**src/rtl/aes_spi_pkg.sv**
```systemverilog
// aes_spi_pkg: shared types and sizing helpers for the AES SPI decrypt front-end.
package aes_spi_pkg;
    typedef enum logic [2:0] {IDLE, RX, RX_WAIT, READY, TX} state_t;
    localparam int BLK_W = 128;
    localparam int CNT_W = $clog2(BLK_W + 256 + 1);
    function automatic int key_w(input int nk);
        return 32 * nk;
    endfunction
    function automatic int frame_w(input int nk);
        return BLK_W + key_w(nk);
    endfunction
endpackage

```
**src/rtl/spi_edge_sync.sv**
```systemverilog
// spi_edge_sync: synchronises the SPI pins into clk and produces sclk/cs_n edge pulses.
module spi_edge_sync #(
    parameter int SYNC_STAGES = 2
) (
    input  logic i_clk,
    input  logic i_rst_n,
    input  logic i_sclk,
    input  logic i_cs_n,
    input  logic i_mosi,
    output logic o_sclk_rise,
    output logic o_sclk_fall,
    output logic o_cs_rise,
    output logic o_cs_fall,
    output logic o_mosi
);
    logic [SYNC_STAGES-1:0] r_sclk, r_cs, r_mosi;
    logic r_sclk_d, r_cs_d;
    logic w_sclk, w_cs;
    assign w_sclk = r_sclk[SYNC_STAGES-1];
    assign w_cs   = r_cs[SYNC_STAGES-1];
    assign o_mosi = r_mosi[SYNC_STAGES-1];
    assign o_sclk_rise = w_sclk && !r_sclk_d;
    assign o_sclk_fall = !w_sclk && r_sclk_d;
    assign o_cs_rise = w_cs && !r_cs_d;
    assign o_cs_fall = !w_cs && r_cs_d;
    // cs_n resets low so a frame already in progress cannot produce a fall until cs_n is seen high
    always_ff @(posedge i_clk) begin
        if (!i_rst_n) begin
            r_sclk   <= '0;
            r_cs     <= '0;
            r_mosi   <= '0;
            r_sclk_d <= 1'b0;
            r_cs_d   <= 1'b0;
        end else begin
            r_sclk   <= SYNC_STAGES'({r_sclk, i_sclk});
            r_cs     <= SYNC_STAGES'({r_cs, i_cs_n});
            r_mosi   <= SYNC_STAGES'({r_mosi, i_mosi});
            r_sclk_d <= w_sclk;
            r_cs_d   <= w_cs;
        end
    end
endmodule

```
**src/rtl/aes_spi_dec_frontend.sv**
```systemverilog
// aes_spi_dec_frontend: SPI mode-0 slave feeding a combinational AES inverse-cipher core.
// AES_SPI_KEY_RETAIN_EN: accept 128-bit ciphertext-only frames that reuse the last key.
module aes_spi_dec_frontend
    import aes_spi_pkg::*;
#(
    parameter int NK          = 4,
    parameter int SYNC_STAGES = 2,
    parameter int CORE_LAT    = 2
) (
    input  logic                   i_clk,
    input  logic                   i_rst_n,
    input  logic                   i_spi_sclk,
    input  logic                   i_spi_cs_n,
    input  logic                   i_spi_mosi,
    output logic                   o_spi_miso,
    output logic [BLK_W-1:0]       o_core_in,
    output logic [key_w(NK)-1:0]   o_core_key,
    input  logic [BLK_W-1:0]       i_core_out,
    output logic                   o_busy,
    output logic                   o_done,
    output logic                   o_frame_err
);
    localparam int KEY_W = key_w(NK);
    localparam int FRM_W = frame_w(NK);
    localparam logic [CNT_W-1:0] CNT_MAX = '1;
    logic w_sclk_rise, w_sclk_fall, w_cs_rise, w_cs_fall, w_mosi;
    logic w_full, w_blk_only, w_tx_ok, w_lat_done;
    state_t r_state, w_state_nxt;
    logic [CNT_W-1:0] r_cnt, w_cnt_nxt;
    logic [FRM_W-1:0] r_rx, w_rx_nxt;
    logic [BLK_W-1:0] r_tx, r_pt;
    logic [3:0] r_lat;

    spi_edge_sync #(.SYNC_STAGES(SYNC_STAGES)) u_sync (
        .i_clk(i_clk), .i_rst_n(i_rst_n),
        .i_sclk(i_spi_sclk), .i_cs_n(i_spi_cs_n), .i_mosi(i_spi_mosi),
        .o_sclk_rise(w_sclk_rise), .o_sclk_fall(w_sclk_fall),
        .o_cs_rise(w_cs_rise), .o_cs_fall(w_cs_fall), .o_mosi(w_mosi)
    );

    // The bit arriving with a cs_n rise is folded in before the length check
    assign w_cnt_nxt  = (w_sclk_rise && r_cnt != CNT_MAX) ? r_cnt + 1'b1 : r_cnt;
    assign w_rx_nxt   = w_sclk_rise ? {r_rx[FRM_W-2:0], w_mosi} : r_rx;
    assign w_full     = w_cnt_nxt == CNT_W'(FRM_W);
    assign w_tx_ok    = w_cnt_nxt == CNT_W'(BLK_W);
    assign w_lat_done = r_lat == 4'(CORE_LAT - 1);
`ifdef AES_SPI_KEY_RETAIN_EN
    assign w_blk_only = w_cnt_nxt == CNT_W'(BLK_W);
`else
    assign w_blk_only = 1'b0;
`endif
    assign o_busy     = r_state == RX_WAIT || r_state == READY;
    assign o_spi_miso = r_state == TX && r_tx[BLK_W-1];

    always_comb begin
        w_state_nxt = r_state;
        case (r_state)
            IDLE:    if (w_cs_fall) w_state_nxt = RX;
            RX:      if (w_cs_rise) w_state_nxt = (w_full || w_blk_only) ? RX_WAIT : IDLE;
            RX_WAIT: if (w_lat_done) w_state_nxt = READY;
            READY:   if (w_cs_fall) w_state_nxt = TX;
            TX:      if (w_cs_rise) w_state_nxt = w_tx_ok ? IDLE : READY;
            default: w_state_nxt = IDLE;
        endcase
    end

    always_ff @(posedge i_clk) begin
        if (!i_rst_n) r_state <= IDLE;
        else r_state <= w_state_nxt;
    end

    always_ff @(posedge i_clk) begin
        if (!i_rst_n) begin
            r_cnt       <= '0;
            r_rx        <= '0;
            r_tx        <= '0;
            r_pt        <= '0;
            r_lat       <= '0;
            o_core_in   <= '0;
            o_core_key  <= '0;
            o_done      <= 1'b0;
            o_frame_err <= 1'b0;
        end else begin
            o_done      <= r_state == RX_WAIT && w_lat_done;
            o_frame_err <= w_cs_rise && ((r_state == RX && !(w_full || w_blk_only)) ||
                                         (r_state == TX && !w_tx_ok));
            r_cnt       <= (r_state == RX || r_state == TX) ? w_cnt_nxt : '0;
            r_lat       <= (r_state == RX_WAIT) ? r_lat + 1'b1 : '0;
            if (r_state == RX)
                r_rx <= w_rx_nxt;
            if (r_state == RX && w_cs_rise && w_full) begin
                o_core_in  <= w_rx_nxt[FRM_W-1 -: BLK_W];
                o_core_key <= w_rx_nxt[KEY_W-1:0];
            end
            if (r_state == RX && w_cs_rise && w_blk_only)
                o_core_in <= w_rx_nxt[BLK_W-1:0];
            if (r_state == RX_WAIT && w_lat_done) begin
                r_pt <= i_core_out;
                r_tx <= i_core_out;
            end else if (r_state == TX && w_cs_rise && !w_tx_ok)
                r_tx <= r_pt;
            else if (r_state == TX && w_sclk_fall)
                r_tx <= r_tx << 1;
        end
    end
endmodule
```
**config.mk**
```make
export PLATFORM = sky130hd
export DESIGN_NAME = aes_spi_dec_frontend
export DESIGN_NICKNAME = d
export VERILOG_FILES = /design/src/rtl/aes_spi_pkg.sv /design/src/rtl/spi_edge_sync.sv /design/src/rtl/aes_spi_dec_frontend.sv
export SDC_FILE = /design/constraint.sdc
export NUM_CORES = 2
export LEC_CHECK = 0
export ABC_AREA = 1
export CAP_MARGIN = 40
export CORE_ASPECT_RATIO = 0.75
export CORE_MARGIN = 2
export CORE_UTILIZATION = 45
export CTS_BUF_LIST = sky130_fd_sc_hd__clkbuf_2 sky130_fd_sc_hd__clkbuf_4 sky130_fd_sc_hd__clkbuf_8
export DETAILED_ROUTE_END_ITERATION = 12
export PLACE_DENSITY = 0.73
export RECOVER_POWER = 50
export SLEW_MARGIN = 20
export SYNTH_ARGS = -nofsm -noshare
export SYNTH_HDL_FRONTEND = slang
export SYNTH_HIERARCHICAL = 1
export SYNTH_SLANG_ARGS = --single-unit
```
**constraint.sdc**
```tcl
create_clock -name i_clk -period 2.9 [get_ports i_clk]
set_input_delay 0.29 -clock i_clk [delete_from_list [all_inputs] [get_ports i_clk]]
set_output_delay 0.29 -clock i_clk [all_outputs]
set_load 0.005 [all_outputs]
```
* Word-level counts from Yosys, hierarchy flattened
Cells that the tools add are included.
** Storage, ports and cells
- Flip-flop bits (word level) :: 794
- Output and inout bits :: 260
- Logic and storage cells :: 72
** Operators by class
- Add/sub/neg operators :: 2
- Equal/unequal tests :: 13
- Mux-type cells :: 13
- Reductions and logical operators :: 29
** Operators with widths (number)
- two-way mux 128 bit :: 3
- two-way mux 256 bit :: 1
- logical AND 1 bit :: 15
- two-way mux 3 bit :: 5
- case mux 3 bit (5 select lines) :: 1
- adder 9 x 1 -> 9 bit (second input constant) :: 1
- == test 9 x 8 -> 1 bit (second input constant) :: 1
- == test 9 bit (second input constant) :: 1
- two-way mux 9 bit :: 1
- inequality test 9 bit (second input constant) :: 1
- == test 3 x 2 -> 1 bit (second input constant) :: 2
- logical NOT 1 bit :: 6
- inequality test 2 bit (second input constant) :: 3
- AND reduction 5 bit :: 1
- adder 4 x 1 -> 4 bit (second input constant) :: 1
- == test 4 x 1 -> 1 bit (second input constant) :: 1
- two-way mux 2 bit :: 2
- inequality test 2 x 1 -> 1 bit (second input constant) :: 2
- AND reduction 2 bit :: 2
- == test 3 x 1 -> 1 bit (second input constant) :: 1
- == test 3 bit (second input constant) :: 1
- logical NOT 3 bit :: 1
- logical OR 1 bit :: 3
- nonzero test 3 bit :: 1

* Logic depth before layout (Yosys ltp)
- Word-level depth :: 9
- Gate-level depth with buffers :: 21
- Mapped depth without buffers :: 19

* Cells and area by module
Netlist, hierarchy kept.
** By module, submodules not included
- aes_spi_dec_frontend :: times used 1, cells each 4925, area each 34126.5 um^2
- spi_edge_sync :: times used 1, cells each 33, area each 255.2 um^2

* Least setup slack after synthesis
No wires, ideal clock.
- Kind :: reg-to-reg
- Start point :: register r_cnt[0]
- End point :: register r_tx[124]
- Library setup time :: 70 ps
- Arrival :: 2463 ps
- Data required time :: 2830 ps
- Setup slack :: 368 ps
- Stages on the path, launching flop included :: 18
- Path buffers :: 2
- Clock period less this slack :: 2532 ps
- Cell sequence :: dfxtp_1 ha_1 nand2_1 nor4_1 ha_1 nor2_1 or2_1 o21ai_1 inv_2 nor2_1 nand3_1 nand2_2 nand2_2 buf_6 buf_4 nand2_1 nand2_1 a21oi_1
** On the way
- Longest elaborated chain between the ends :: 8
** Ends and longest elaborated chain
- start: declaration :: RTL line aes_spi_dec_frontend.sv:29 : logic [CNT_W-1:0] r_cnt, w_cnt_nxt;
- start signal: assignment :: RTL line aes_spi_dec_frontend.sv:87 : r_cnt <= (r_state == RX || r_state == TX) ? w_cnt_nxt : '0;
- branches (longest 2 deep; another with adder 9 x 1 -> 9 bit)
- two-way mux 9 bit * :: RTL line aes_spi_dec_frontend.sv:42 : assign w_cnt_nxt = (w_sclk_rise && r_cnt != CNT_MAX) ? r_cnt + 1'b1 : r_cnt;
- == test 9 x 8 -> 1 bit * :: RTL line aes_spi_dec_frontend.sv:45 : assign w_tx_ok = w_cnt_nxt == CNT_W'(BLK_W);
- logical NOT 1 bit * :: RTL line aes_spi_dec_frontend.sv:100 : end else if (r_state == TX && w_cs_rise && !w_tx_ok)
- logical AND 1 bit * :: RTL line aes_spi_dec_frontend.sv:100
- two-way mux 128 bit :: RTL line aes_spi_dec_frontend.sv:100
- two-way mux 128 bit :: RTL line aes_spi_dec_frontend.sv:97 : if (r_state == RX_WAIT && w_lat_done) begin
- end signal: assignment :: RTL line aes_spi_dec_frontend.sv:99 : r_tx <= i_core_out;
- end signal: assignment :: RTL line aes_spi_dec_frontend.sv:101 : r_tx <= r_pt;
- end signal: assignment :: RTL line aes_spi_dec_frontend.sv:103 : r_tx <= r_tx << 1;
- end: declaration :: RTL line aes_spi_dec_frontend.sv:31 : logic [BLK_W-1:0] r_tx, r_pt;
Every way passes the cells marked *.
A chain may end at the register's enable or synchronous reset.

* Worst setup path in the final report
- Start point :: register r_cnt[4]
- End point :: register r_tx[99]
The elaborated chain is that of the path after synthesis.

==> flow_metrics.tcl <==
set metrics [dict create \
    dieWidth_um 323 \
    worstHoldStart "i_core_out[97]" \
    arrival_ns 3.60 \
    max_slew.worst_pin.slew_ns 1.49 \
    worstReg2RegEnd "r_tx[99]$_SDFFE_PN0P_" \
    ys_seq_area_frac 0.462 \
    clock_skew_ns 0.0342 \
    max-slew-margin-rel 0.00665 \
    synthTopCellsByArea "dfxtp_1 (46%), nand2_1 (16%), a21oi_1 (11%)" \
    place_inst 6041 \
    setup-violations-final 0 \
    switching_share 0.276 \
    fin_crit_sh 1.00 \
    p_per_area_nw_per_um2 610 \
    dp_hpwl_um 56300 \
    final_cell_mix "nand2_1 (1439), dfxtp_1 (791), a21oi_1 (751), inv_1 (541), o21ai_0 (516)" \
    slew_viol_final 0 \
    ir_drop_mv 0.438 \
    required_ns 3.60 \
    netlist_area_um2 34400 \
    synth.yosys.warnings 6 \
    grt_pass1_vias 29400 \
    setup_ws_ns 0.00107 \
    syn-instance-count 4958 \
    ant_nets 0 \
    syn_to_final_growth_pct 24.4 \
    vias 33200 \
    grt_util_all_layers 0.231 \
    coreArea_um2 75400 \
    fp.dieH_um 243 \
    htreeDepth 4 \
    syn_avg_cell_area_um2 6.93 \
    intPower_uw 18900 \
    gp_congestion 0.824 \
    yosysTopAreaCellShare 0.462 \
    p_leak_uw 0.0175 \
    p_comb_frac 0.120 \
    final_common_cell "nand2_1" \
    crit_start "r_cnt[4]$_SDFF_PN0_" \
    fmax_ghz 0.345 \
    n_antenna_cell 0 \
    instances_no_fill 6300 \
    p_switching_uw 7210 \
    r2r_slack_ns 0.001 \
    status "complete, no violations" \
    p_clk_frac 0.414 \
    clock_path_buffers 3 \
    cts_tree "yes" \
    grt_pass1_wl_um 151000 \
    drc 0 \
    grt_max_degree 263 \
    cts_inserted_buffers 130 \
    seq_power_share 0.466 \
    port_buffers 392 \
    min_path_cells 3 \
    ioPinCount 393 \
    yosysTopAreaCell "dfxtp_1" \
    dieArea_um2 78700 \
    drive_above_1_share 0.0788 \
    rr_startpoint "r_cnt[4]$_SDFF_PN0_" \
    dr.pass1.iters 6 \
    cts_root_buffer "clkbuf_8" \
    synthDistinctLibCells 28 \
    clock_latency_ns 0.79 \
    r2r_cells 22 \
    grt.overflow.total 0 \
    wire_per_inst_um 15.6 \
    dr.first_iter.drc_count 3296 \
    hold_viol 0 \
    grt_antenna_before_repair 0 \
    vias_per_cell 5.26 \
    hold_path_end "r_pt[97]$_SDFFE_PN0P_" \
    crit_path_max_fanout 19 \
    start_util 0.456 \
    clkSlewWorstSetupHoldPaths_ns 0.06 \
    placement_rows 87 \
    critPathCaptureType "flip-flop" \
    cts_num_sinks 794 \
    syn_nets 5095 \
    min_path_type "in -> reg" \
    cp-start-kind "flip-flop" \
    yosys_register_bits 794 \
    rsz0062_at_grt "yes" \
    period_minus_slack_ns 2.90 \
    wirelength_um 98300 \
    layout.nets 5313 \
    crit_type "reg -> reg" \
    drv_cap 0 \
    post-place-ws_ns 0.116 \
]
[metal layers]
metal / wire length [um] / share of wire / GRT usage / vias to the layer above
met5: 0 / 0 / 0 / -
met4: 2140 / 0.022 / 0.0763 / 0
met3: 7410 / 0.075 / 0.0510 / 150
met2: 42600 / 0.43 / 0.336 / 1051
met1: 46100 / 0.47 / 0.336 / 15300
li1: - / - / - / 16700
[worst max-delay path by stage]
| stage | depth (start not counted) | to | slack [ns] |
|---|---|---|---|
| 6_report | 22 | r_tx[99]$_SDFFE_PN0P_ | 0.001 |
| 5_1_grt | 22 | r_tx[99]$_SDFFE_PN0P_ | -0.18 |
| 4_1_cts | 16 | o_core_key[85]$_SDFFE_PN0P_ | 0.07 |
| 3_5_place_dp | 15 | o_core_key[51]$_SDFFE_PN0P_ | 0.12 |
| 3_3_place_gp | 16 | o_core_key[99]$_SDFFE_PN0P_ | 0.14 |
| 2_1_floorplan | 17 | r_tx[124]$_SDFFE_PN0P_ | 0.37 |
[sequential cells by signal, indices dropped and copies added (netlist names), 3 cells and up]
signal	cells
r_tx	128
r_lat	4
o_core_in	128
r_cnt	9
r_state	3
o_core_key	128
r_rx	256
r_pt	128
[Yosys cell counts, drive strengths merged]
cell type and count:
nor3 4, o21ai 517, o21bai 1, inv 548, clkinv 1, buf 142
a31oi 1, or2 1, dfxtp 794, nor2 35, ha 4, xnor2 2
nand3b 2, nor4 1, a21oi 776, nand2 1451, clkbuf 280, nand4 384
nand3 14
[metrics by stage]
step	TNS [ns]	cell area, um2	utilization	power, uW	hold slack (ns)
floorplan	0	34400	-	14600	0.383
global placement	0	39200	0.520	15400	0.410
detailed placement	0	39200	0.520	15500	0.399
CTS	0	42100	0.559	26300	0.0135
global route	-11.47	42800	0.567	27300	0.0479
finish	0	42800	0.567	26100	0.0931
[cell families (layout without fill, tap and decap cells)]
kind of cell | Yosys count | after routing | synth area share
and+or+nand+nor | 1892 | 1892 | 0.236
AOI/OAI and AO/OA | 1295 | 1295 | 0.189
buffers and inverters | 971 | 1290 | 0.111
DFF | 794 | 794 | 0.462
adders and majority gates | 4 | 4 | 0.00146
xor gates and xnor gates | 2 | 2 | 0.000510
[worst max-delay path: stages (launching register included)]
cell and delay (ns):
dfxtp_2 0.34, nand2_2 0.06, inv_2 0.06, nand2_2 0.07, nor4_2 0.23, ha_2 0.25
inv_4 0.06, nand2_4 0.06, nand2_1 0.08, nand2_2 0.07, nand2_1 0.07, nor2_2 0.14
nand2_2 0.09, nor2_4 0.12, nand3_2 0.08, buf_6 0.14, nand2_8 0.08, nand3_4 0.16
buf_12 0.21, buf_8 0.18, nand2_1 0.07, inv_1 0.04, a21oi_1 0.15
[power groups by stage]
stage	sequential, uW	clock [uW]	combinational [uW]
final	12200	10800	3130
after detailed placement	12400	0	3080
after CTS	12200	11000	3110
after floorplan	12300	0	2260
after global placement	12400	0	3010
after global routing	12200	11500	3580
[timing repair]
item,in CTS,in global routing
hold endpoints to repair,44,0
buffers inserted,0,8
setup endpoints to repair,0,367
resized for setup,0,61
hold buffers,1,0
[final cells by class]
type                       instances  area, um2
fill                            6954      32700
sequential                       794      15900
multi-input combinational       3193      14900
timing repair buffer             508       5650
clock buffer                     209       2710
inverter                         549       2090
tap                             1023       1280
clock inverter                    24        208
(Power assumes the default switching activity.)
